File: src/rtl/ctrl_pkg.sv
// Shared encodings for the multi-cycle RV32 subset control sequencer.
package ctrl_pkg;

    localparam int unsigned OPC_W = 7;
    localparam int unsigned F3_W  = 3;
    localparam int unsigned ALU_W = 2;
    localparam int unsigned RET_W = 32;

    // Major opcodes of the supported subset
    localparam logic [OPC_W-1:0] OP_R      = 7'b0110011;
    localparam logic [OPC_W-1:0] OP_I      = 7'b0010011;
    localparam logic [OPC_W-1:0] OP_LOAD   = 7'b0000011;
    localparam logic [OPC_W-1:0] OP_STORE  = 7'b0100011;
    localparam logic [OPC_W-1:0] OP_BRANCH = 7'b1100011;
    localparam logic [OPC_W-1:0] OP_AUIPC  = 7'b0010111;

    // func3 values distinguishing the supported operations
    localparam logic [F3_W-1:0] F3_ADD  = 3'b000;
    localparam logic [F3_W-1:0] F3_AND  = 3'b111;
    localparam logic [F3_W-1:0] F3_OR   = 3'b110;
    localparam logic [F3_W-1:0] F3_WORD = 3'b010;
    localparam logic [F3_W-1:0] F3_BEQ  = 3'b000;
    localparam logic [F3_W-1:0] F3_BGE  = 3'b101;

    // ALU operation select driven to the datapath
    localparam logic [ALU_W-1:0] ALU_ADD = 2'b00;
    localparam logic [ALU_W-1:0] ALU_SUB = 2'b01;
    localparam logic [ALU_W-1:0] ALU_AND = 2'b10;
    localparam logic [ALU_W-1:0] ALU_OR  = 2'b11;

    // Sequencer states
    typedef enum logic [2:0] {
        ST_FETCH  = 3'd0,
        ST_DECODE = 3'd1,
        ST_EXEC   = 3'd2,
        ST_MEM    = 3'd3,
        ST_WB     = 3'd4,
        ST_TRAP   = 3'd5
    } state_e;

    // Decoded control set for one instruction
    typedef struct packed {
        logic             alu_src;
        logic [ALU_W-1:0] alu_ctrl;
        logic             mem_to_reg;
        logic             auipc;
        logic             beq;
        logic             bge;
        logic             is_load;
        logic             is_store;
    } ctrl_t;

    // Branches finish in EXEC without a writeback
    function automatic logic is_branch(input ctrl_t c);
        return c.beq | c.bge;
    endfunction

endpackage

File: src/rtl/main_decoder.sv
// Combinational opcode/func3/func7 classifier producing the control set and a legal flag.
module main_decoder
    import ctrl_pkg::*;
(
    input  logic [OPC_W-1:0] opcode_i,
    input  logic [F3_W-1:0]  func3_i,
    input  logic             func7_i,
    output ctrl_t            ctrl_o,
    output logic             legal_o
);

    // Map each supported encoding to its control set; anything else is illegal
    always_comb begin
        ctrl_o  = '0;
        legal_o = 1'b0;
        case (opcode_i)
            OP_R: begin
                case (func3_i)
                    F3_ADD: begin
                        legal_o         = 1'b1;
                        ctrl_o.alu_ctrl = func7_i ? ALU_SUB : ALU_ADD;
                    end
                    F3_AND: begin
                        legal_o         = 1'b1;
                        ctrl_o.alu_ctrl = ALU_AND;
                    end
                    F3_OR: begin
                        legal_o         = 1'b1;
                        ctrl_o.alu_ctrl = ALU_OR;
                    end
                    default: legal_o = 1'b0;
                endcase
            end
            OP_I: begin
                if (func3_i == F3_ADD) begin
                    legal_o         = 1'b1;
                    ctrl_o.alu_src  = 1'b1;
                    ctrl_o.alu_ctrl = ALU_ADD;
                end
            end
            OP_LOAD: begin
                if (func3_i == F3_WORD) begin
                    legal_o           = 1'b1;
                    ctrl_o.alu_src    = 1'b1;
                    ctrl_o.alu_ctrl   = ALU_ADD;
                    ctrl_o.mem_to_reg = 1'b1;
                    ctrl_o.is_load    = 1'b1;
                end
            end
            OP_STORE: begin
                if (func3_i == F3_WORD) begin
                    legal_o         = 1'b1;
                    ctrl_o.alu_src  = 1'b1;
                    ctrl_o.alu_ctrl = ALU_ADD;
                    ctrl_o.is_store = 1'b1;
                end
            end
            OP_BRANCH: begin
                if (func3_i == F3_BEQ) begin
                    legal_o         = 1'b1;
                    ctrl_o.alu_ctrl = ALU_SUB;
                    ctrl_o.beq      = 1'b1;
                end else if (func3_i == F3_BGE) begin
                    legal_o         = 1'b1;
                    ctrl_o.alu_ctrl = ALU_SUB;
                    ctrl_o.bge      = 1'b1;
                end
            end
            OP_AUIPC: begin
                legal_o         = 1'b1;
                ctrl_o.alu_ctrl = ALU_ADD;
                ctrl_o.auipc    = 1'b1;
            end
            default: legal_o = 1'b0;
        endcase
    end

endmodule

File: src/rtl/multicycle_ctrl.sv
// Multi-cycle FETCH/DECODE/EXEC/MEM/WB sequencer for the RV32 subset datapath.
// Strobes are decoded from the state register (ir_en also follows rom_rdy);
// the control set is registered at DECODE and held until the pc_en cycle.
module multicycle_ctrl
    import ctrl_pkg::*;
#(
    parameter int unsigned MEM_TIMEOUT = 16,
    parameter int unsigned TO_W        = 5
) (
    input  logic             clk,
    input  logic             rst_n,
    input  logic [OPC_W-1:0] opcode,
    input  logic [F3_W-1:0]  func3,
    input  logic             func7,
    output logic             rom_req,
    input  logic             rom_rdy,
    output logic             ir_en,
    output logic             pc_en,
    output logic             MemtoReg,
    output logic             ALUSrc,
    output logic             RegWrite,
    output logic             beq,
    output logic             bge,
    output logic             auipc,
    output logic [ALU_W-1:0] ALUCtrl,
    output logic             mem_rd,
    output logic             mem_wr,
    input  logic             mem_ack,
    output logic             halt,
    output logic             illegal,
    output logic             bus_err,
    output logic [RET_W-1:0] retired
);

    // Last MEM wait cycle before the bus-error trap
    localparam logic [TO_W-1:0] TO_LAST = TO_W'(MEM_TIMEOUT - 1);

    state_e           state_q,   state_d;
    ctrl_t            ctrl_q,    ctrl_d;
    logic [TO_W-1:0]  to_cnt_q,  to_cnt_d;
    logic             illegal_q, illegal_d;
    logic             bus_err_q, bus_err_d;
    logic [RET_W-1:0] retired_q, retired_d;

    ctrl_t dec_ctrl;
    logic  dec_legal;

    main_decoder u_main_decoder (
        .opcode_i (opcode),
        .func3_i  (func3),
        .func7_i  (func7),
        .ctrl_o   (dec_ctrl),
        .legal_o  (dec_legal)
    );

    // State and bookkeeping registers; synchronous reset beats every other event
    always_ff @(posedge clk) begin
        if (!rst_n) begin
            state_q   <= ST_FETCH;
            ctrl_q    <= '0;
            to_cnt_q  <= '0;
            illegal_q <= 1'b0;
            bus_err_q <= 1'b0;
            retired_q <= '0;
        end else begin
            state_q   <= state_d;
            ctrl_q    <= ctrl_d;
            to_cnt_q  <= to_cnt_d;
            illegal_q <= illegal_d;
            bus_err_q <= bus_err_d;
            retired_q <= retired_d;
        end
    end

    // Next-state logic and per-state strobes
    always_comb begin
        state_d   = state_q;
        ctrl_d    = ctrl_q;
        to_cnt_d  = to_cnt_q;
        illegal_d = illegal_q;
        bus_err_d = bus_err_q;
        retired_d = retired_q;
        rom_req   = 1'b0;
        ir_en     = 1'b0;
        pc_en     = 1'b0;
        RegWrite  = 1'b0;
        mem_rd    = 1'b0;
        mem_wr    = 1'b0;
        halt      = 1'b0;

        case (state_q)
            ST_FETCH: begin
                // Held off while reset is asserted so every strobe reads 0
                rom_req = rst_n;
                ir_en   = rst_n & rom_rdy;
                if (rom_rdy) begin
                    state_d = ST_DECODE;
                end
            end
            ST_DECODE: begin
                if (dec_legal) begin
                    ctrl_d  = dec_ctrl;
                    state_d = ST_EXEC;
                end else begin
                    illegal_d = 1'b1;
                    state_d   = ST_TRAP;
                end
            end
            ST_EXEC: begin
                if (is_branch(ctrl_q)) begin
                    pc_en   = 1'b1;
                    state_d = ST_FETCH;
                end else if (ctrl_q.is_load || ctrl_q.is_store) begin
                    to_cnt_d = '0;
                    state_d  = ST_MEM;
                end else begin
                    state_d = ST_WB;
                end
            end
            ST_MEM: begin
                mem_rd = ctrl_q.is_load;
                mem_wr = ctrl_q.is_store;
                if (mem_ack) begin
                    // An ack on the last allowed cycle still completes the access
                    to_cnt_d = '0;
                    if (ctrl_q.is_store) begin
                        pc_en   = 1'b1;
                        state_d = ST_FETCH;
                    end else begin
                        state_d = ST_WB;
                    end
                end else if (to_cnt_q == TO_LAST) begin
                    to_cnt_d  = '0;
                    bus_err_d = 1'b1;
                    state_d   = ST_TRAP;
                end else begin
                    to_cnt_d = to_cnt_q + TO_W'(1);
                end
            end
            ST_WB: begin
                RegWrite = 1'b1;
                pc_en    = 1'b1;
                state_d  = ST_FETCH;
            end
            ST_TRAP: begin
                halt = 1'b1;
            end
            default: begin
                state_d = ST_FETCH;
            end
        endcase

        // Retirement closes the instruction and releases its control set
        if (pc_en) begin
            retired_d = retired_q + RET_W'(1);
            ctrl_d    = '0;
        end
        if (state_d == ST_TRAP) begin
            ctrl_d = '0;
        end
    end

    // Datapath controls straight from the held control set
    assign ALUSrc   = ctrl_q.alu_src;
    assign ALUCtrl  = ctrl_q.alu_ctrl;
    assign MemtoReg = ctrl_q.mem_to_reg;
    assign auipc    = ctrl_q.auipc;
    assign beq      = ctrl_q.beq;
    assign bge      = ctrl_q.bge;
    assign illegal  = illegal_q;
    assign bus_err  = bus_err_q;
    assign retired  = retired_q;

endmodule
File: config.mk
export PLATFORM = sky130hd
export DESIGN_NAME = multicycle_ctrl
export DESIGN_NICKNAME = d
export VERILOG_FILES = /design/src/rtl/ctrl_pkg.sv /design/src/rtl/main_decoder.sv /design/src/rtl/multicycle_ctrl.sv
export SDC_FILE = /design/constraint.sdc
export NUM_CORES = 1
export LEC_CHECK = 0
export CORE_MARGIN = 1
export CORE_UTILIZATION = 54
export DETAILED_ROUTE_END_ITERATION = 10
export GPL_TIMING_DRIVEN = 0
export PLACE_DENSITY = 0.89
export SLEW_MARGIN = 10
export SYNTH_ARGS = -nofsm -noshare
export SYNTH_HDL_FRONTEND = slang
export SYNTH_HIERARCHICAL = 1
export SYNTH_SLANG_ARGS = --single-unit
File: constraint.sdc
create_clock -name clk -period 3.27 [get_ports clk]
set_input_delay 0.654 -clock clk [delete_from_list [all_inputs] [get_ports clk]]
set_output_delay 0.654 -clock clk [all_outputs]
set_load 0.03 [all_outputs]
### Word level (Yosys, flattened, before mapping)

Index checks and enable logic that the tools add are counted.
Widths: inputs -> output; s select.

| word-level totals | value |
|---|---|
| bits in registers | 51 |
| input bits | 15 |
| output and inout port bits | 48 |
| logic and storage cells | 94 |

| operators by class | value |
|---|---|
| add/subtract/negate cells | 2 |
| equality and inequality tests | 19 |
| muxes and demuxes | 44 |
| bitwise operators | 5 |
| reduce and logical (&&, ||, !) cells | 11 |

Operators by type and width:

| operator | number |
|---|---|
| $add 32x1->32 const B | 1 |
| $mux 3 | 9 |
| $mux 1 | 21 |
| $mux 5 | 4 |
| $eq 3x3->1 const B | 6 |
| $pmux 3 s5 | 1 |
| $eq 7x5->1 const B | 2 |
| $eq 7x6->1 const B | 2 |
| $pmux 2 s5 | 1 |
| $pmux 5 s2 | 1 |
| $eq 3x2->1 const B | 3 |
| $eq 7x2->1 const B | 1 |
| $eq 7x7->1 const B | 1 |
| $logic_not 3->1 | 2 |
| $pmux 1 s3 | 2 |
| $pmux 2 s3 | 1 |
| $reduce_and 3->1 | 2 |
| $reduce_or 3->1 | 2 |
| $add 5x1->5 const B | 1 |
| $eq 5x4->1 const B | 1 |
| $pmux 1 s5 | 1 |
| $mux 2 | 2 |
| $mux 4 | 1 |
| $ne 2x2->1 const B | 2 |
| 8 further kinds | 11 |

### Longest topological paths before layout

| logic depth | value |
|---|---|
| word-level depth | 8 |
| mapped depth | 8 |
| depth with buffers taken out | 6 |

### Modules after synthesis

The synthesis kept the hierarchy.

By module, submodules not included:

| module | times used | cells each | area an instance (µm²) | seq. area each (µm²) |
|---|---|---|---|---|
| multicycle_ctrl | 1 | 306 | 2476.1 | 1021.0 |
| main_decoder | 1 | 38 | 260.2 | 0.0 |

### Worst setup path before layout

Ideal clock, no wire load.

| path | value |
|---|---|
| path kind | register -> register |
| from | reg retired_q[3], in the netlist retired[3] |
| to | reg retired_q[31], in the netlist retired[31] |
| library setup time | 70 ps |
| arrival time | 2199 ps |
| data required time | 3200 ps |
| setup slack | 1000 ps |
| stages on the path, launching flop included | 7 |
| path buffers | 1 |
| period minus slack after synthesis | 2270 ps |
| cell sequence | dfxtp_1 and4_4 nand2_1 or4b_1 buf_2 or4_1 a21oi_1 |

| between the ends | value |
|---|---|
| cells in the longest elaborated chain, start to end | 1 |

RTL lines:

| item | line | RTL |
|---|---|---|
| start: declaration | multicycle_ctrl.sv:43 | `logic [RET_W-1:0] retired_q, retired_d;` |
| start signal: assignment | multicycle_ctrl.sv:71 | `retired_q <= retired_d;` |
| $add 32x1->32 | multicycle_ctrl.sv:155 | `retired_d = retired_q + RET_W'(1);` |

No other way between the ends.
A chain may end at the register's enable or synchronous reset.

### Worst setup path in the final report

| path | value |
|---|---|
| from | in mem_ack |
| to | out pc_en |

| between the ends | value |
|---|---|
| cells in the longest elaborated chain, start to end | 2 |

RTL lines:

| item | line | RTL |
|---|---|---|
| start: declaration | multicycle_ctrl.sv:28 | `input logic mem_ack,` |
| $mux 1 | multicycle_ctrl.sv:123 | `if (mem_ack) begin` |
| $pmux 1 s3 | multicycle_ctrl.sv:91 | `case (state_q)` |
| end: declaration | multicycle_ctrl.sv:18 | `output logic pc_en,` |

No other way between the ends.

==> flow_metrics.tcl <==
set metrics [dict create \
    syn_nets 361 \
    clock_sinks 51 \
    grt_max_degree 15 \
    cts_tree "built" \
    die_y_um 73.19 \
    drt_iter0_drc 279 \
    die_area_um2 5356 \
    dpl.hpwl_um 4830 \
    cap_violations 0 \
    worst_path_dominant_cell_family "buffers and inverters" \
    holdBufCountCts 0 \
    placed_cells 473 \
    worstPathMaxFanout 6 \
    power_frac_comb 0.141 \
    netlist_area_um2 2736 \
    seq_area_frac_synth 0.3731 \
    fin_cells 480 \
    p_leak_nw 1.158 \
    avgSynthCellArea_um2 7.955 \
    fin_crit_sh 0.9648 \
    max_slew_margin 0.5171 \
    nets 430 \
    cp-end-kind "primary output" \
    outcome "completed" \
    synth_warnings 6 \
    worst_pin_slew_ns 0.7236 \
    via_count 2780 \
    wl_um 6710 \
    cp.arrival_ns 2.50 \
    diodes 0 \
    antenna_found_initial 0 \
    period_needed_ns 3.155 \
    slew_violations 0 \
    synthFlopType "dfxtp_1" \
    port_buffers 62 \
    die_w_um 73.19 \
    critPathLaunchType "primary input" \
    grt_pass1_wl_um 11210 \
    min_path_type "flip-flop to flip-flop" \
    critPathMaxStageDelay_ns 0.52 \
    crit_slowest_cell "clkdlybuf4s50_1" \
    netSwitchingPower_mw 0.3170 \
    initial_utilization 0.5718 \
    setup_violations 0 \
    p_clk_frac 0.315 \
    cts.htree.levels 2 \
    track_usage 0.2668 \
    skew_ns 0.01080 \
    gr-total-overflow 0 \
    insertion_delay_ns 0.31 \
    internal-power_mw 0.8551 \
    dpl_cell_area_um2 3441 \
    p_seq_frac 0.544 \
    wire_per_inst_um 13.98 \
    grt_pass1_vias 2469 \
    clock_path_buffers 2 \
    final_area_um2 3527 \
    cts_root_buf "clkbuf_8" \
    p_sw_frac 0.2704 \
    drive_gt1_frac 0.05327 \
    vias_per_cell 5.792 \
    cts.repair.resized 1 \
    synthArstFlopShare 0 \
    crit_chain "clkdlybuf4s50_1 > nand2_1 > o21a_1 > or2_2 > clkbuf_1 > inv_1 > dlygate4sd2_1" \
    clock.fmax_mhz 317.0 \
    cts_buffers 5 \
    ant_nets 0 \
    synth_edf_count 0 \
    power.density_nw_per_um2 332.3 \
    gp_congestion 0.8384 \
    required_ns 2.62 \
    yosys_register_bits 51 \
    final-hold-violation-count 0 \
    core_um2 4786 \
    drc 0 \
    synthCells 344 \
    cts_setup_buffers 0 \
    clk_pin_slew_ns 0.08 \
    ir_drop_v 0.0002292 \
    dr.pass1.iters 5 \
    cp_num_buf_inv 4 \
    io_pins 63 \
    grt_setup_unrepaired "no" \
    crit_type "primary input to primary output" \
    synthToLayoutAreaGrowth_pct 28.90 \
    synth.distinct_cells 49 \
    rows 25 \
]
-- final timing paths --
check	depth (start not counted)	endpoint	startpoint	slack, ns
max	7	pc_en	mem_ack	0.12
min reg2reg	2	to_cnt_q[4]	to_cnt_q[4]	0.45
max reg2reg	7	retired[18]	bge	0.85
min	2	to_cnt_q[4]	to_cnt_q[4]	0.45
-- routing by layer --
layer	share of wire	GRT usage	vias to the layer above
li1	-	-	1364
met1	0.47	0.3540	1314
met2	0.46	0.4290	89
met3	0.048	0.05663	13
met4	0.017	0.09150	0
met5	0	0	-
-- cells in the final DEF (no fill, tap or decap), types with 6 or more instances in the layout --
| master | count |
|---|---|
| a21oi_1 | 25 |
| and3_1 | 8 |
| and4_1 | 6 |
| clkbuf_1 | 13 |
| clkbuf_8 | 6 |
| clkdlybuf4s50_1 | 61 |
| dfxtp_1 | 51 |
| nand2_1 | 40 |
| nand3_1 | 14 |
| nand4_1 | 11 |
| nor2_1 | 36 |
| nor2b_1 | 8 |
| nor3_1 | 10 |
| nor4_1 | 12 |
| o21ai_0 | 9 |
| xnor2_1 | 20 |
-- flip-flops by register name, summed over array words and instances, names as in the netlist, 2 cells and up --
name      cells
ctrl_q        2
retired      32
to_cnt_q      5
state_q       3
ALUCtrl       2
-- power groups by stage --
stage | sequential [mW] | clock, mW | combinational (mW)
final | 0.638 | 0.369 | 0.165
after global placement | 0.652 | 0 | 0.161
after detailed placement | 0.652 | 0 | 0.164
after floorplan | 0.660 | 0 | 0.0874
after CTS | 0.638 | 0.373 | 0.163
after global routing | 0.639 | 0.400 | 0.180
-- cell type report --
type,count,area [um2]
buffer,22,110.1
inverter,6,22.52
timing repair buffer,62,619.3
clock inverter,1,5.005
clock buffer,6,82.58
sequential,51,1021
fill,378,1259
multi-input combinational,265,1583
tap,67,83.83
-- synthesized netlist by cell type (all sizes together) (2+ instances only) --
cell      n  area, um2
or2       2      12.51
nor3b     5      42.54
xnor2    20      175.2
ha        2      25.02
o21a      2      15.01
o31ai     4      30.03
o21ai     9      45.04
or3       5      31.28
o211ai    2      15.01
or4       4      30.03
clkbuf   13      48.80
nand3    14      70.07
nor4     12      75.07
and4bb    3      37.54
nand2b    5      31.28
a31oi     2      12.51
o2111ai   3      26.28
and3b     2      17.52
dfxtp    51       1021
a21oi    25      125.1
nand2    40      150.1
and4      7      63.81
mux2i     3      30.03
nor2     36      135.1
a22oi     2      15.01
nor2b     8      50.05
nor4b     4      35.03
buf       9      61.31
and3      8      50.05
nand3b    2      15.01
nand4    11      68.82
and2      5      32.53
nor3     10      50.05
inv       5      18.77
-- cells by family after synthesis --
family / share of synthesized area
multiplexers: 0.01097
adder cells (fa/ha/maj): 0.009143
AND/OR/NAND/NOR: 0.3749
AO/OA/AOI/OAI: 0.1161
XOR/XNOR: 0.06722
buffers and inverters: 0.04847
flip-flops: 0.3731
-- tightest hold or removal path, delay by kind of cell, from the launching register on --
kind	cells	cell delay, ns
flops	1	0.33
simple gates	2	0.08
-- through the flow --
stage	setup WS [ns]	util	hold slack, ns	power (mW)	setup TNS, ns
final	0.1151	0.7370	0.4489	1.172	0
after global routing	0.002784	0.7370	0.4697	1.219	0
after CTS	0.1083	0.7370	0.4508	1.174	0
after detailed placement	-0.1554	0.7190	0.4392	0.8162	-0.1554
after global placement	-0.1141	0.7190	0.4311	0.8127	-0.1141
after floorplan	1.000	-	0.4253	0.7471	0
No activity file was read; power rests on OpenSTA's default activity.
